[src/rtl/display_scan_controller.sv]
`default_nettype none
// ============================================================================
//  Module      : display_scan_controller
//  Description : Multiplexed 8-digit display scanner. Cycles through the
//                digits enabled in digit_mask, lighting each one for TICK_DIV
//                clocks with an optional all-off gap between digits. Strobes
//                are active-low and registered.
//  Revision    : 1.0  initial release
// ============================================================================
module display_scan_controller #(
   parameter int TICK_DIV     = 50000,
   parameter int BLANK_CYCLES = 16
) (
   input  logic       clk,
   input  logic       reset,
   input  logic       en,
   input  logic [7:0] digit_mask,
   output logic [2:0] sel,
   output logic [7:0] anode,
   output logic       frame_done
);

   localparam logic [1:0]  c_IDLE  = 2'd0;
   localparam logic [1:0]  c_SHOW  = 2'd1;
   localparam logic [1:0]  c_BLANK = 2'd2;

   localparam logic [19:0] c_TICK_LAST  = 20'(TICK_DIV - 1);
   localparam logic [7:0]  c_BLANK_LAST = 8'((BLANK_CYCLES > 0) ? (BLANK_CYCLES - 1) : 0);
   localparam bit          c_HAS_BLANK  = (BLANK_CYCLES > 0);

   logic [1:0]  r_state;
   logic [2:0]  r_sel;
   logic [7:0]  r_anode;
   logic        r_frame_done;
   logic [19:0] r_presc;
   logic [7:0]  r_blank_cnt;

   logic        w_mask_any;
   logic [2:0]  w_first_sel;
   logic [2:0]  w_next_sel;
   logic [7:0]  w_first_anode;
   logic [7:0]  w_next_anode;
   logic        w_wrap;

   // Digit search: lowest set bit for a fresh start, and the first set bit
   // above the current digit (wrapping) for an advance. Iterating from the far
   // end lets the nearest candidate overwrite the farther ones.
   always_comb begin
      w_mask_any  = |digit_mask;
      w_first_sel = 3'd0;
      for (int i = 7; i >= 0; i--) begin
         if (digit_mask[i]) w_first_sel = 3'(i);
      end
      w_next_sel = r_sel;
      for (int k = 8; k >= 1; k--) begin
         if (digit_mask[3'(r_sel + 3'(k))]) w_next_sel = 3'(r_sel + 3'(k));
      end
      w_first_anode = ~(8'h01 << w_first_sel);
      w_next_anode  = ~(8'h01 << w_next_sel);
      // A new digit at or below the old index means the scan wrapped around.
      w_wrap        = (w_next_sel <= r_sel);
   end

   // Scan state machine with registered strobe, select and frame pulse.
   always_ff @(posedge clk or negedge reset) begin
      if (!reset) begin
         r_state      <= c_IDLE;
         r_sel        <= 3'd0;
         r_anode      <= 8'hFF;
         r_frame_done <= 1'b0;
         r_presc      <= 20'd0;
         r_blank_cnt  <= 8'd0;
      end else if (!en) begin
         r_state      <= c_IDLE;
         r_sel        <= 3'd0;
         r_anode      <= 8'hFF;
         r_frame_done <= 1'b0;
         r_presc      <= 20'd0;
         r_blank_cnt  <= 8'd0;
      end else begin
         r_frame_done <= 1'b0;
         case (r_state)
            c_IDLE: begin
               if (w_mask_any) begin
                  r_state <= c_SHOW;
                  r_sel   <= w_first_sel;
                  r_anode <= w_first_anode;
                  r_presc <= 20'd0;
               end
            end
            c_SHOW: begin
               if (r_presc == c_TICK_LAST) begin
                  r_presc <= 20'd0;
                  if (!w_mask_any) begin
                     r_state <= c_IDLE;
                     r_sel   <= 3'd0;
                     r_anode <= 8'hFF;
                  end else if (c_HAS_BLANK) begin
                     r_state     <= c_BLANK;
                     r_anode     <= 8'hFF;
                     r_blank_cnt <= 8'd0;
                  end else begin
                     r_sel        <= w_next_sel;
                     r_anode      <= w_next_anode;
                     r_frame_done <= w_wrap;
                  end
               end else begin
                  r_presc <= r_presc + 20'd1;
               end
            end
            c_BLANK: begin
               if (r_blank_cnt == c_BLANK_LAST) begin
                  r_blank_cnt <= 8'd0;
                  if (!w_mask_any) begin
                     r_state <= c_IDLE;
                     r_sel   <= 3'd0;
                  end else begin
                     r_state      <= c_SHOW;
                     r_sel        <= w_next_sel;
                     r_anode      <= w_next_anode;
                     r_presc      <= 20'd0;
                     r_frame_done <= w_wrap;
                  end
               end else begin
                  r_blank_cnt <= r_blank_cnt + 8'd1;
               end
            end
            default: begin
               r_state     <= c_IDLE;
               r_sel       <= 3'd0;
               r_anode     <= 8'hFF;
               r_presc     <= 20'd0;
               r_blank_cnt <= 8'd0;
            end
         endcase
      end
   end

   assign sel        = r_sel;
   assign anode      = r_anode;
   assign frame_done = r_frame_done;

endmodule
`default_nettype wire

[config.mk]
export PLATFORM = sky130hd
export DESIGN_NAME = display_scan_controller
export DESIGN_NICKNAME = d
export VERILOG_FILES = /design/src/rtl/display_scan_controller.sv
export SDC_FILE = /design/constraint.sdc
export NUM_CORES = 1
export LEC_CHECK = 0
export ABC_AREA = 1
export BUFFER_PORTS_ARGS = -buffer_cell sky130_fd_sc_hd__buf_2
export CAP_MARGIN = 10
export CORE_MARGIN = 3
export CORE_UTILIZATION = 50
export CTS_CLUSTER_DIAMETER = 100
export DETAILED_ROUTE_END_ITERATION = 10
export PLACE_DENSITY_LB_ADDON = 0.25
export SETUP_SLACK_MARGIN = 0.05
export SKIP_LAST_GASP = 1
export SYNTH_ARGS = -nofsm -noshare
export SYNTH_HDL_FRONTEND = slang
export SYNTH_SLANG_ARGS = --single-unit
export TNS_END_PERCENT = 20
[constraint.sdc]
create_clock -name clk -period 3.8 [get_ports clk]
set_clock_uncertainty 0.15 [all_clocks]
set_input_delay 0.19 -clock clk [delete_from_list [all_inputs] [get_ports clk]]
set_output_delay 0.19 -clock clk [all_outputs]
set_load 0.01 [all_outputs]
; ---- After elaboration in Yosys (flattened, before gate mapping)
; Cells that the tools add are included.
[totals]
inputBits = 11
latch_bits = 0
ram_bits = 0
reg_bits = 42
mem_count = 0
rom_bits = 0
[op_classes]
n_lt_le_gt_ge = 8
n_mux = 63
shift = 2
mul = 0
eq_ne = 11
addsub = 9
reduce_logical = 6
n_bitwise = 2
div = 0
[op_table]
columns = op, n
row1 = 2-to-1 mux 20 bit, 4
row2 = 2-to-1 mux 8 bit, 9
row3 = 2-to-1 mux 3 bit, 21
row4 = case mux 20 bit (3 select lines), 1
row5 = case mux 8 bit (3 select lines), 2
row6 = "less-than comparator 3 x 4 -> 1 bit, second input constant", 7
row7 = binary-select mux 1 bit (select 3 bit), 7
row8 = "adder 20 x 1 -> 20 bit, second input constant", 1
row9 = "== test 20 x 16 -> 1 bit, second input constant", 1
row10 = "inequality test 3 bit, second input constant", 6
row11 = NOT 8 bit, 2
row12 = "<< shifter 1 x 3 -> 8 bit, first input constant", 2
row13 = "adder 3 bit, second input constant", 4
row14 = 2-to-1 mux 1 bit, 12
row15 = 2-to-1 mux 2 bit, 5
row16 = case mux 3 bit (3 select lines), 1
row17 = "adder 8 x 1 -> 8 bit, second input constant", 1
row18 = "== test 8 x 4 -> 1 bit, second input constant", 1
row19 = AND reduction 4 bit, 2
row20 = OR reduction 8 bit, 1
row21 = "adder 3 x 2 -> 3 bit, second input constant", 2
row22 = case mux 2 bit (3 select lines), 1
row23 = AND reduction 3 bit, 2
row24 = "adder 3 x 1 -> 3 bit, second input constant", 1
row25 = 5 further kinds, 5

; ---- Logic depth before layout (Yosys ltp)
[logic_depth]
ltp_word = 16
ltp_mapped = 23

; ---- Worst setup path after synthesis
; No wires, ideal clock.
[synth_timing]
kind = register to register
startpoint = register r_sel[0] (netlist: sel[0])
endpoint = register r_frame_done (netlist: frame_done)
path_buffers = 2
setup_slack_ns = 0.975
required_time_ns = 3.524
arrival_time_ns = 2.549
stages_incl_launch_ff = 23
setup_time_ns = 0.126
cell_sequence = dfrtp_1 > buf_6 > inv_4 > buf_8 > ha_1 > inv_2 > nand3_2 > nand2_1 > inv_2 > nand2_2 > nand2_2 > a21oi_1 > nand2_1 > nand2_1 > nand2_1 > nand2_1 > nand2_2 > nand2_4 > inv_2 > ha_1 > nand2_1 > o21ai_0 > a21oi_1
[synth_between]
elab_chain_len = 15
elab_cells_between_ends = 33
[synth_lines]
columns = item, line
row1 = from (decl), 32  ; logic [2:0] r_sel;
row2 = from (signal assigned), 86  ; r_sel <= w_first_sel;
row3 = from (signal assigned), 103  ; r_sel <= w_next_sel;
row4 = from (signal assigned), 119  ; r_sel <= w_next_sel;
row5 = adder 3 bit, 56  ; if (digit_mask[3'(r_sel + 3'(k))]) w_next_sel = 3'(r_sel + 3'(k));
row6 = binary-select mux 1 bit (select 3 bit), 56
row7 = 2-to-1 mux 1 bit (not written as such), 56
row8 = 2-to-1 mux 3 bit (7 in series), 56
row9 = <= comparator 3 bit (*), 61  ; w_wrap = (w_next_sel <= r_sel);
row10 = 2-to-1 mux 1 bit (*), 114  ; if (!w_mask_any) begin
row11 = 2-to-1 mux 1 bit (*), 112  ; if (r_blank_cnt == c_BLANK_LAST) begin
row12 = 2-to-1 mux 1 bit (*), --
row13 = 2-to-1 mux 1 bit (*), 73  ; end else if (!en) begin
row14 = to (signal assigned), 105  ; r_frame_done <= w_wrap;
row15 = to (signal assigned), 122  ; r_frame_done <= w_wrap;
row16 = to (decl), 34  ; logic r_frame_done;
; Mark *: on every way between the ends. The rest lies on a longest branch, timed or not. The select of a mux whose other input is x is not followed.
; A chain may end at the register's enable or synchronous reset.

; ---- Worst setup path after layout
; Ends and elaborated chain as after synthesis.

==> summary.txt <==
Yosys
  • Mux share of post-synthesis cell area: 0%
  • Top post-synthesis cells by area: dfrtp_1 27%, nand2_1 12%, dfstp_2 6.6%
  • Yosys warnings: 0
  • EDFF count, synth: 0
  • Post-synthesis sequential area ratio: between 30% and 40%
  • Count of state elements after synthesis: 42
  • Cell count after synthesis: between 400 and 500
  • Post-synthesis cell area: between 3000 and 4000 um^2
  • Asr flop ratio synth: 100.0%
  • Synth area leader: dfrtp_1
  • Distinct cells, synth: 38
  • Post-synth top area share: 26.71%
  • Synth Net Count: around 470
  • Top cells by count, synth: 101 x nand2_1, 53 x inv_1, 51 x nor2_1
  • Syn avg cell area: 7.017 um^2
  • Synth Area in Simple Gates: 41.48%
  • Largest family of logic cells by synthesized area: simple AND/OR/NAND/NOR gates
  • Most common cell in the netlist: nand2_1
  • Post-Synth XOR/XNOR Area: 1.885%
  • Area share of fa/ha/maj cells after synthesis: approximately 2.7%
  • Compound-gate portion of the synthesized area: between 10% and 20%
  • Main flop type after synthesis: dfrtp_1

Min path
  • Worst min path class: input pin to register
  • Min-delay src: en
  • Hold path cells: 3
  • WHS Endpoint: r_presc[14]

Final layout
  • Fraction of layout cells with a size suffix above 1: 21.92%
  • Ant. Diodes: 0
  • Area growth syn-to-layout: 7.581%
  • Nets@finish: 496
  • Layout Utilization: approximately 57%

Placed design
  • Count of input and output buffers: 22
  • GPL Wtd Cong: between 0.8 and 0.9
  • Post-place setup slack: slightly below 700 ps
  • Detailed placement HPWL: between 5 and 6 mm

Floorplan
  • Die Y: approximately 86 um
  • Top Ports: 23
  • Die Wd: ~86 um
  • Core Area: 6061 um^2
  • Die ar.: 7365 um^2
  • FP Rows: 28
  • Initial core utilization: 52.56%

Global route
  • Total GRT Usage: roughly a fifth
  • GR Overflow Total: 0
  • Initial antenna violation count: 0
  • First-pass GRT wire length: ~13 mm
  • Vias in the first global route: 2830
  • Largest net degree at the start of global routing: 43

Timing
  • Worst Tran Pin Value: 907.2 ps
  • Relative slew slack: between 30% and 40%
  • Setup slack after layout: about 650 ps
  • Final hold violation count: 0
  • Setup_tns: 0 ps
  • Fin crit period: around 3100 ps
  • Max Slew Vio Count: 0
  • Final number of setup-violating endpoints: 0
  • RSZ-0062 raised after global routing: no
  • Part of the cycle the worst path needs: a little over 80%
  • Fmax achieved: approximately 320 MHz

Worst setup path
  • RR Endpoint: frame_done
  • Worst path max stage delay: 630 ps
  • Most used cell, CP: nand2_1
  • FF-to-FF setup slack: 650 ps
  • Slowest-stage cell, CP: dfrtp_1
  • Critical path endpoint category: register
  • Startpoint Class: register
  • CP Max Fanout: 13
  • Crit path required time: roughly 3800 ps
  • WS Path Type: register to register
  • Worst EP arrival: 3170 ps
  • CP cell instances: inv_4, ha_1, inv_2, nand3_1, nand3_2, nand2_1, nand2_1, nand3_1, nand2_1, nand2_1, nand2_1, nand2_1, nand2_2, nand2_4, inv_2, ha_1, nand2_1, o21ai_0, a21oi_1
  • Reg2reg path depth: 19
  • R2R Path Start: sel[0]

Clock network
  • Worst-Skew Late Latency: between 200 and 300 ps
  • Num CTS Buffers: 5
  • Htree depth: 2
  • Post-CTS Resized: 0
  • Post-CTS Setup Inserts: 0
  • CTS clk-pin slew, worst paths: about 90 ps
  • TritonCTS clock tree: done
  • Clock sinks: 42
  • Root Driver: clkbuf_8
  • Bufs on Longest Clock Path: 2

Power
  • Pleak: ~0.0016 uW
  • Maximum vdd drop: 0.4720 mV
  • Total power: about 2400 uW
  • PD cells: just under 700 nW/um^2

Route
  • Initial DRC count: between 150 and 200
  • Routed vias: ~2900
  • Drt total wl: between 7 and 8 mm
  • Final routed DRC violation total: 0
  • Vias/cell: roughly 5.3
  • WL/cell: between 10 and 15 um
  • Final ANT Viol Nets: 0
  • TritonRoute pass-1 iters: 5

Run status
  • Outcome: finished, final reports clean

Job
  • Max_cap viols: 0
==> flip-flops by register name, summed over array words and instances, names as in the netlist <==
signal and flops:
frame_done 1, r_state 2, r_presc 20, r_blank_cnt 8, sel 3, anode 8
==> critical path, delay by kind of cell (launching register included) <==
family                     cells  cell delay (ps)
and+or+nand+nor               12              860
adders and majority gates      2              800
DFF                            1              630
buffers and inverters          3              350
AOI/OAI and AO/OA              2              230
==> report_power, final <==
part           internal, uW  switching (uW)
registers               519            60.0
clock network           130             156
logic                   504            1010
==> through the flow <==
| step | std cells | hold slack, ps | instance area (um^2) |
|---|---|---|---|
| after global placement | 545 | 230.3 | 3331 |
| after detailed placement | 545 | 232.2 | 3331 |
| after CTS | 554 | 53.02 | 3427 |
| after global routing | 554 | 58.88 | 3427 |
| final | 554 | 60.78 | 3427 |
| after floorplan | 454 | -255.6 | 3186 |
==> placed cells by master (no fill, tap or decap), types with 8 or more instances in the layout <==
cell,instances
dfrtp_1,34
nand2_1,101
inv_2,14
a21oi_1,30
nor3_1,14
nand3_2,18
nor2_1,51
nand3_1,28
o21ai_0,18
buf_2,22
nand2_2,18
inv_1,53
dfstp_2,8
==> how the worst max path moves through the flow <==
stage	from	end	slack [ps]	depth (start not counted)
after floorplan	sel[0]	frame_done	970	22
after global placement	sel[0]	frame_done	830	19
after detailed placement	sel[0]	frame_done	690	19
after CTS	sel[0]	frame_done	690	19
after global routing	sel[0]	frame_done	410	19
final	sel[0]	frame_done	650	19
==> layer usage <==
layer	part of all wire [%]	global-route usage, %
met1	50	29.30
met2	46	34.11
met3	3.8	3.458
met4	0.65	5.324
met5	0	0
==> logic make-up (layout without fill, tap and decap cells) <==
family	count (synthesis)	in the layout
adders and majority gates	7	7
xor gates and xnor gates	6	6
DFF	42	42
buffers and inverters	76	101
AOI/OAI and AO/OA	61	61
and+or+nand+nor	262	262
==> layout make-up <==
class	count	area, um^2
clock inverter	2	13.76
timing repair buffer	24	127.6
tap	75	93.84
inverter	69	264.0
fill	606	2634
sequential	42	1061
multi-input combinational	336	1794
clock buffer	6	72.57
==> timing repair <==
action | CTS | global route
setup endpoints to repair | 0 | 0
endpoints found under the hold margin | 34 | 0
hold buffers | 1 | 0
Power figures use the tool's default switching activity.
